--- src/rtl/lsu.sv ---
// rtl/lsu.sv - multi-cycle load/store unit with valid/ready data bus
//
// Purpose:
//   Takes one load or store from the decoder, runs a single request/response
//   transaction on the data bus and returns the lane-aligned, extended load
//   result. Holds the core (stall) while the access is in flight.
//
// Ports:
//   clk, rst_n        clock, asynchronous active-low reset
//   mem_r_en/mem_w_en load/store request (both high = store)
//   mem_mask          size mask 0001 byte, 0011 half, 1111 word
//   funct3            load extension select
//   addr, wdata       byte address and lane-0 aligned store data
//   stall             core hold while access unfinished
//   done              1-cycle completion pulse, qualifies rdata/err
//   rdata, err        extended load data / bus error of completed access
//   misalign          1-cycle pulse: misaligned access rejected
//   bus_req_*         request channel (valid/ready, we, addr, wstrb, wdata)
//   bus_resp_*        response channel (valid/ready, rdata, err)

module lsu #(
   parameter int ADDR_WIDTH = 32,
   parameter int DATA_WIDTH = 32
) (
   input  logic                  clk,
   input  logic                  rst_n,
   input  logic                  mem_r_en,
   input  logic                  mem_w_en,
   input  logic [3:0]            mem_mask,
   input  logic [2:0]            funct3,
   input  logic [ADDR_WIDTH-1:0] addr,
   input  logic [DATA_WIDTH-1:0] wdata,
   output logic                  stall,
   output logic                  done,
   output logic [DATA_WIDTH-1:0] rdata,
   output logic                  err,
   output logic                  misalign,
   output logic                  bus_req_valid,
   input  logic                  bus_req_ready,
   output logic                  bus_we,
   output logic [ADDR_WIDTH-1:0] bus_addr,
   output logic [3:0]            bus_wstrb,
   output logic [DATA_WIDTH-1:0] bus_wdata,
   input  logic                  bus_resp_valid,
   output logic                  bus_resp_ready,
   input  logic [DATA_WIDTH-1:0] bus_rdata,
   input  logic                  bus_resp_err
);

   typedef enum logic [1:0] {
      S_IDLE = 2'd0,
      S_REQ  = 2'd1,
      S_RESP = 2'd2,
      S_DONE = 2'd3
   } state_t;

   state_t state, state_nx;

   // Captured copy of the access; the core's inputs are ignored after capture.
   logic                  we_q;
   logic [ADDR_WIDTH-1:0] addr_q;
   logic [3:0]            wstrb_q;
   logic [DATA_WIDTH-1:0] wdata_q;
   logic [2:0]            funct3_q;
   logic [1:0]            offset_q;
   logic [DATA_WIDTH-1:0] rdata_q;
   logic                  err_q;

   logic                  start;
   logic                  misaligned;
   logic                  accept;
   logic [DATA_WIDTH-1:0] shifted;
   logic [DATA_WIDTH-1:0] ext_data;

   assign start      = mem_r_en | mem_w_en;
   assign misaligned = ((mem_mask == 4'b0011) & addr[0]) |
                       ((mem_mask == 4'b1111) & (addr[1:0] != 2'b00));
   assign accept     = (state == S_IDLE) & start & ~misaligned;

   // Bring the addressed lane down to bit 0, then extend per load type.
   assign shifted = bus_rdata >> {offset_q, 3'b000};

   always_comb begin
      ext_data = shifted;
      case (funct3_q)
         3'b000:  ext_data = {{(DATA_WIDTH-8){shifted[7]}}, shifted[7:0]};
         3'b001:  ext_data = {{(DATA_WIDTH-16){shifted[15]}}, shifted[15:0]};
         3'b100:  ext_data = {{(DATA_WIDTH-8){1'b0}}, shifted[7:0]};
         3'b101:  ext_data = {{(DATA_WIDTH-16){1'b0}}, shifted[15:0]};
         default: ext_data = shifted;
      endcase
   end

   always_ff @(posedge clk or negedge rst_n) begin
      if (!rst_n) begin
         state <= S_IDLE;
      end else begin
         state <= state_nx;
      end
   end

   always_ff @(posedge clk or negedge rst_n) begin
      if (!rst_n) begin
         we_q     <= 1'b0;
         addr_q   <= '0;
         wstrb_q  <= 4'b0000;
         wdata_q  <= '0;
         funct3_q <= 3'b000;
         offset_q <= 2'b00;
         rdata_q  <= '0;
         err_q    <= 1'b0;
      end else begin
         if (accept) begin
            // A simultaneous read and write request is handled as a store.
            we_q     <= mem_w_en;
            addr_q   <= {addr[ADDR_WIDTH-1:2], 2'b00};
            wstrb_q  <= mem_mask << addr[1:0];
            wdata_q  <= wdata << {addr[1:0], 3'b000};
            funct3_q <= funct3;
            offset_q <= addr[1:0];
         end
         if ((state == S_RESP) && bus_resp_valid) begin
            rdata_q <= (bus_resp_err | we_q) ? '0 : ext_data;
            err_q   <= bus_resp_err;
         end
      end
   end

   always_comb begin
      state_nx = state;
      case (state)
         S_IDLE:  if (accept) state_nx = S_REQ;
         S_REQ:   if (bus_req_ready) state_nx = S_RESP;
         // A response offered while still in REQ is not consumed here.
         S_RESP:  if (bus_resp_valid) state_nx = S_DONE;
         S_DONE:  state_nx = S_IDLE;
         default: state_nx = S_IDLE;
      endcase
   end

   always_comb begin
      stall          = 1'b0;
      done           = 1'b0;
      rdata          = '0;
      err            = 1'b0;
      misalign       = 1'b0;
      bus_req_valid  = 1'b0;
      bus_we         = 1'b0;
      bus_addr       = '0;
      bus_wstrb      = 4'b0000;
      bus_wdata      = '0;
      bus_resp_ready = 1'b0;
      case (state)
         S_IDLE: begin
            stall    = accept;
            misalign = start & misaligned;
         end
         S_REQ: begin
            stall         = 1'b1;
            bus_req_valid = 1'b1;
            bus_we        = we_q;
            bus_addr      = addr_q;
            bus_wstrb     = wstrb_q;
            bus_wdata     = wdata_q;
         end
         S_RESP: begin
            stall          = 1'b1;
            bus_resp_ready = 1'b1;
         end
         S_DONE: begin
            done  = 1'b1;
            rdata = rdata_q;
            err   = err_q;
         end
         default: begin
            stall = 1'b0;
         end
      endcase
   end

endmodule
--- config.mk ---
export PLATFORM = sky130hd
export DESIGN_NAME = lsu
export DESIGN_NICKNAME = d
export VERILOG_FILES = /design/src/rtl/lsu.sv
export SDC_FILE = /design/constraint.sdc
export NUM_CORES = 1
export LEC_CHECK = 0
export CELL_PAD_IN_SITES_DETAIL_PLACEMENT = 1
export CELL_PAD_IN_SITES_GLOBAL_PLACEMENT = 1
export CORE_ASPECT_RATIO = 0.7
export CORE_MARGIN = 2
export CORE_UTILIZATION = 37
export CTS_BUF_LIST = sky130_fd_sc_hd__clkbuf_8
export DETAILED_ROUTE_END_ITERATION = 6
export PLACE_DENSITY = 0.85
export SLEW_MARGIN = 20
export SYNTH_ARGS = -nofsm -noshare
export SYNTH_HDL_FRONTEND = slang
export SYNTH_SLANG_ARGS = --single-unit
--- constraint.sdc ---
create_clock -name clk -period 3.85 [get_ports clk]
set_input_delay 0.77 -clock clk [delete_from_list [all_inputs] [get_ports clk]]
set_output_delay 0.77 -clock clk [all_outputs]
set_load 0.02 [all_outputs]
==> metrics.md <==
| Metric | Value |
|---|---|
| Status | completed |
| Setup violations, final | 0 |
| Max VDD drop | roughly 300 uV |
| Max-cap violations | 0 |
| Seq/Total Area, Yosys | 0.459 |
| Clk_lat worst skew | 0.39 ns |
| CP max FO | 69 |
| Pre-CTS setup slack | 0.453 ns |
| CTS tree | built |
| WS Path Type | flop to output port |
| Number of global-route vias before repair | 5325 |
| Yosys top cell area share | 0.459 |
| Minimum clock period after layout | 3.53 ns |
| R2R cell count | 7 |
| Vias | 4994 |
| Setup TNS | 0 ns |
| Synth unique cells | 34 |
| Port Buffers | 214 |
| Most frequent cell after synthesis | dfrtp_1 |
| Part of the cycle the worst path needs | 0.917 |
| Layout area overhead | 42.5% |
| Hold Path Class | primary input to asynchronous set/reset pin |
| Layout cell share with drive strength beyond 1 | 0.129 |
| Post-CTS setup buffer count | 0 |
| Die area | ~0.017 mm2 |
| Pin count of the biggest net entering global routing | 101 |
| Die Y | 109 um |
| Clock Sinks | 107 |
| Utilization after layout | 0.538 |
| Endpoints failing hold | 0 |
| Worst slew pin tran | 1.08 ns |
| GRT Residual Overflow | 0 |
| Worst Setup End Kind | output port |
| Residual DRC | 0 |
| Synth cell count leaders | 107 x dfrtp_1, 101 x and2_1, 55 x nand2_1 |
| Crit path launch type | flop |
| Antenna violations before repair | 1 |
| Leak | 3.49 nW |
| Clock tree buffer depth | 2 |
| PnR worst setup slack | 0.318 ns |
| Hold buffers post-CTS | 0 |
| CP required | 3.08 ns |
| Antenna Nets Post-Route | 0 |
| R2R Path End | state[0] |
| Largest area contributor in the netlist | dfrtp_1 |
| Fmax | 283 MHz |
| # H-tree levels | 3 |
| Core Area | 0.0155 mm2 |
| Drt pass-1 iters | 4 |
| Synth Area per Inst | 10.2 um2 |
| Main synth FF type | dfrtp_1 |
| R2R Setup Slk | 1.27 ns |
| Fin. max-slew vios | 0 |
| Rows | 38 |
| Final #Nets | around 880 |
| Post-Route WL | 19300 um |
| Unrepaired setup endpoints after global routing | false |
| Detail Placement HPWL | 14600 um |
| Die W | 154 um |
| Final GP Congestion | 0.847 |
| Hold Slack | 0.375 ns |
| FF-to-FF Start | state[0] |
| Synthesis-stage register bit count | 107 |
| Cells after Synth | 574 |
| 1st-iter DRT viols | around 330 |
| First-pass GRT wire length | approximately 30000 um |
| Synth top area cells | dfrtp_1 46%, and2_1 11%, mux2_2 10% |
| PD cells | around 670 mW/mm2 |
| Diodes inserted | 0 |
| Vias per cell | 5.17 |
| Warnings, synthesis | 0 |
| Gr usage total | 0.229 |
| Mapped Area | 0.00584 mm2 |
| Slew margin rel. | 0.278 |
| Clock buffer count from CTS | 9 |
| Post-synthesis async set-or-reset flop share | 1.00 |
| Post-synth EDFFs | 0 |
| Root buffer cell | clkbuf_8 |
| Initial core utilization | 0.378 |
| Clock slew at reported path FFs | approximately 0.10 ns |
| WP data arrival | ~2.8 ns |
| Clk_skew | about 0.008 ns |
| CTS resizes | 0 |
| # IOs | 217 |
| Drt wl/cell | 20.0 um |
[how the worst max path moves through the flow]
stage | startpoint | to | slack (ns) | cells after the start
floorplan | mem_mask[2] | stall | 1.22 | 5
global placement | mem_mask[2] | stall | 0.48 | 5
detailed placement | mem_mask[3] | stall | 0.45 | 5
CTS | state[1] | bus_wdata[31] | 0.26 | 4
global route | state[1] | bus_wdata[31] | 0.09 | 4
finish | state[1] | bus_wdata[31] | 0.32 | 4
[per-layer routing]
metal	up-vias	GRT usage	wire length [um]
li1	2349	-	-
met1	2474	0.315	8760
met2	139	0.367	9050
met3	30	0.0493	1140
met4	2	0.0634	338
met5	-	0	13
[critical path, stage by stage (launching register included)]
cell and delay (ns):
dfrtp_1 0.42, inv_1 0.13, ha_2 0.88, and2_1 0.24, clkdlybuf4s50_1 0.68
[where the power goes]
group	leakage, nW	total [W]	internal, W	switching, W
combinational	2.03	0.00288	0.00139	0.00148
clock	0.104	0.000742	0.000314	0.000428
sequential	1.36	0.00194	0.00164	0.000306
total	3.49	0.00556	0.00335	0.00222
[state kept, by name, summed over array words and instances, names as in the netlist]
register  count
addr_q       30
err_q         1
funct3_q      3
offset_q      2
rdata_q      32
state         2
wdata_q      32
we_q          1
wstrb_q       4
[layout by cell type, fill, tap and decap left out, types with 4 or more instances in the layout]
cell type	synthesis	routed
mux2_2	54	54
dfrtp_1	107	107
and2_1	101	101
buf_4	2	10
o21ai_0	40	40
nor2_1	18	18
a221o_2	10	10
a221o_1	6	6
nor2b_1	11	11
a21oi_1	34	34
a211oi_1	9	9
nand2_1	55	54
o31ai_1	9	9
nand3b_1	7	7
ha_1	5	4
mux2i_1	38	38
inv_1	5	5
clkbuf_8	0	9
clkdlybuf4s50_1	0	213
[per-stage QoR]
step | area [um2] | instances | total power [W]
2_1_floorplan | 5840 | 575 | 0.00368
3_3_place_gp | 8110 | 950 | 0.00470
3_5_place_dp | 8110 | 950 | 0.00487
4_1_cts | 8320 | 966 | 0.00562
5_1_grt | 8320 | 966 | 0.00594
6_report | 8320 | 966 | 0.00556
[logic make-up (layout without fill, tap and decap cells)]
family | Yosys count | after routing | share of synthesized area
xor gates and xnor gates | 1 | 1 | 0.00150
other | 1 | 2 | 0.000642
DFF | 107 | 107 | 0.459
AOI/OAI and AO/OA | 112 | 112 | 0.122
muxes | 94 | 94 | 0.177
and+or+nand+nor | 201 | 201 | 0.191
buffers and inverters | 53 | 244 | 0.0392
adders and majority gates | 5 | 5 | 0.0107
[area by class of cell]
cell class,count,area (um2)
fill,1691,7130
multi-input combinational,415,2960
sequential,107,2680
timing repair buffer,223,2210
tap,200,250
clock buffer,9,124
clock inverter,7,82.6
inverter,5,18.8
(Power assumes the default switching activity.)
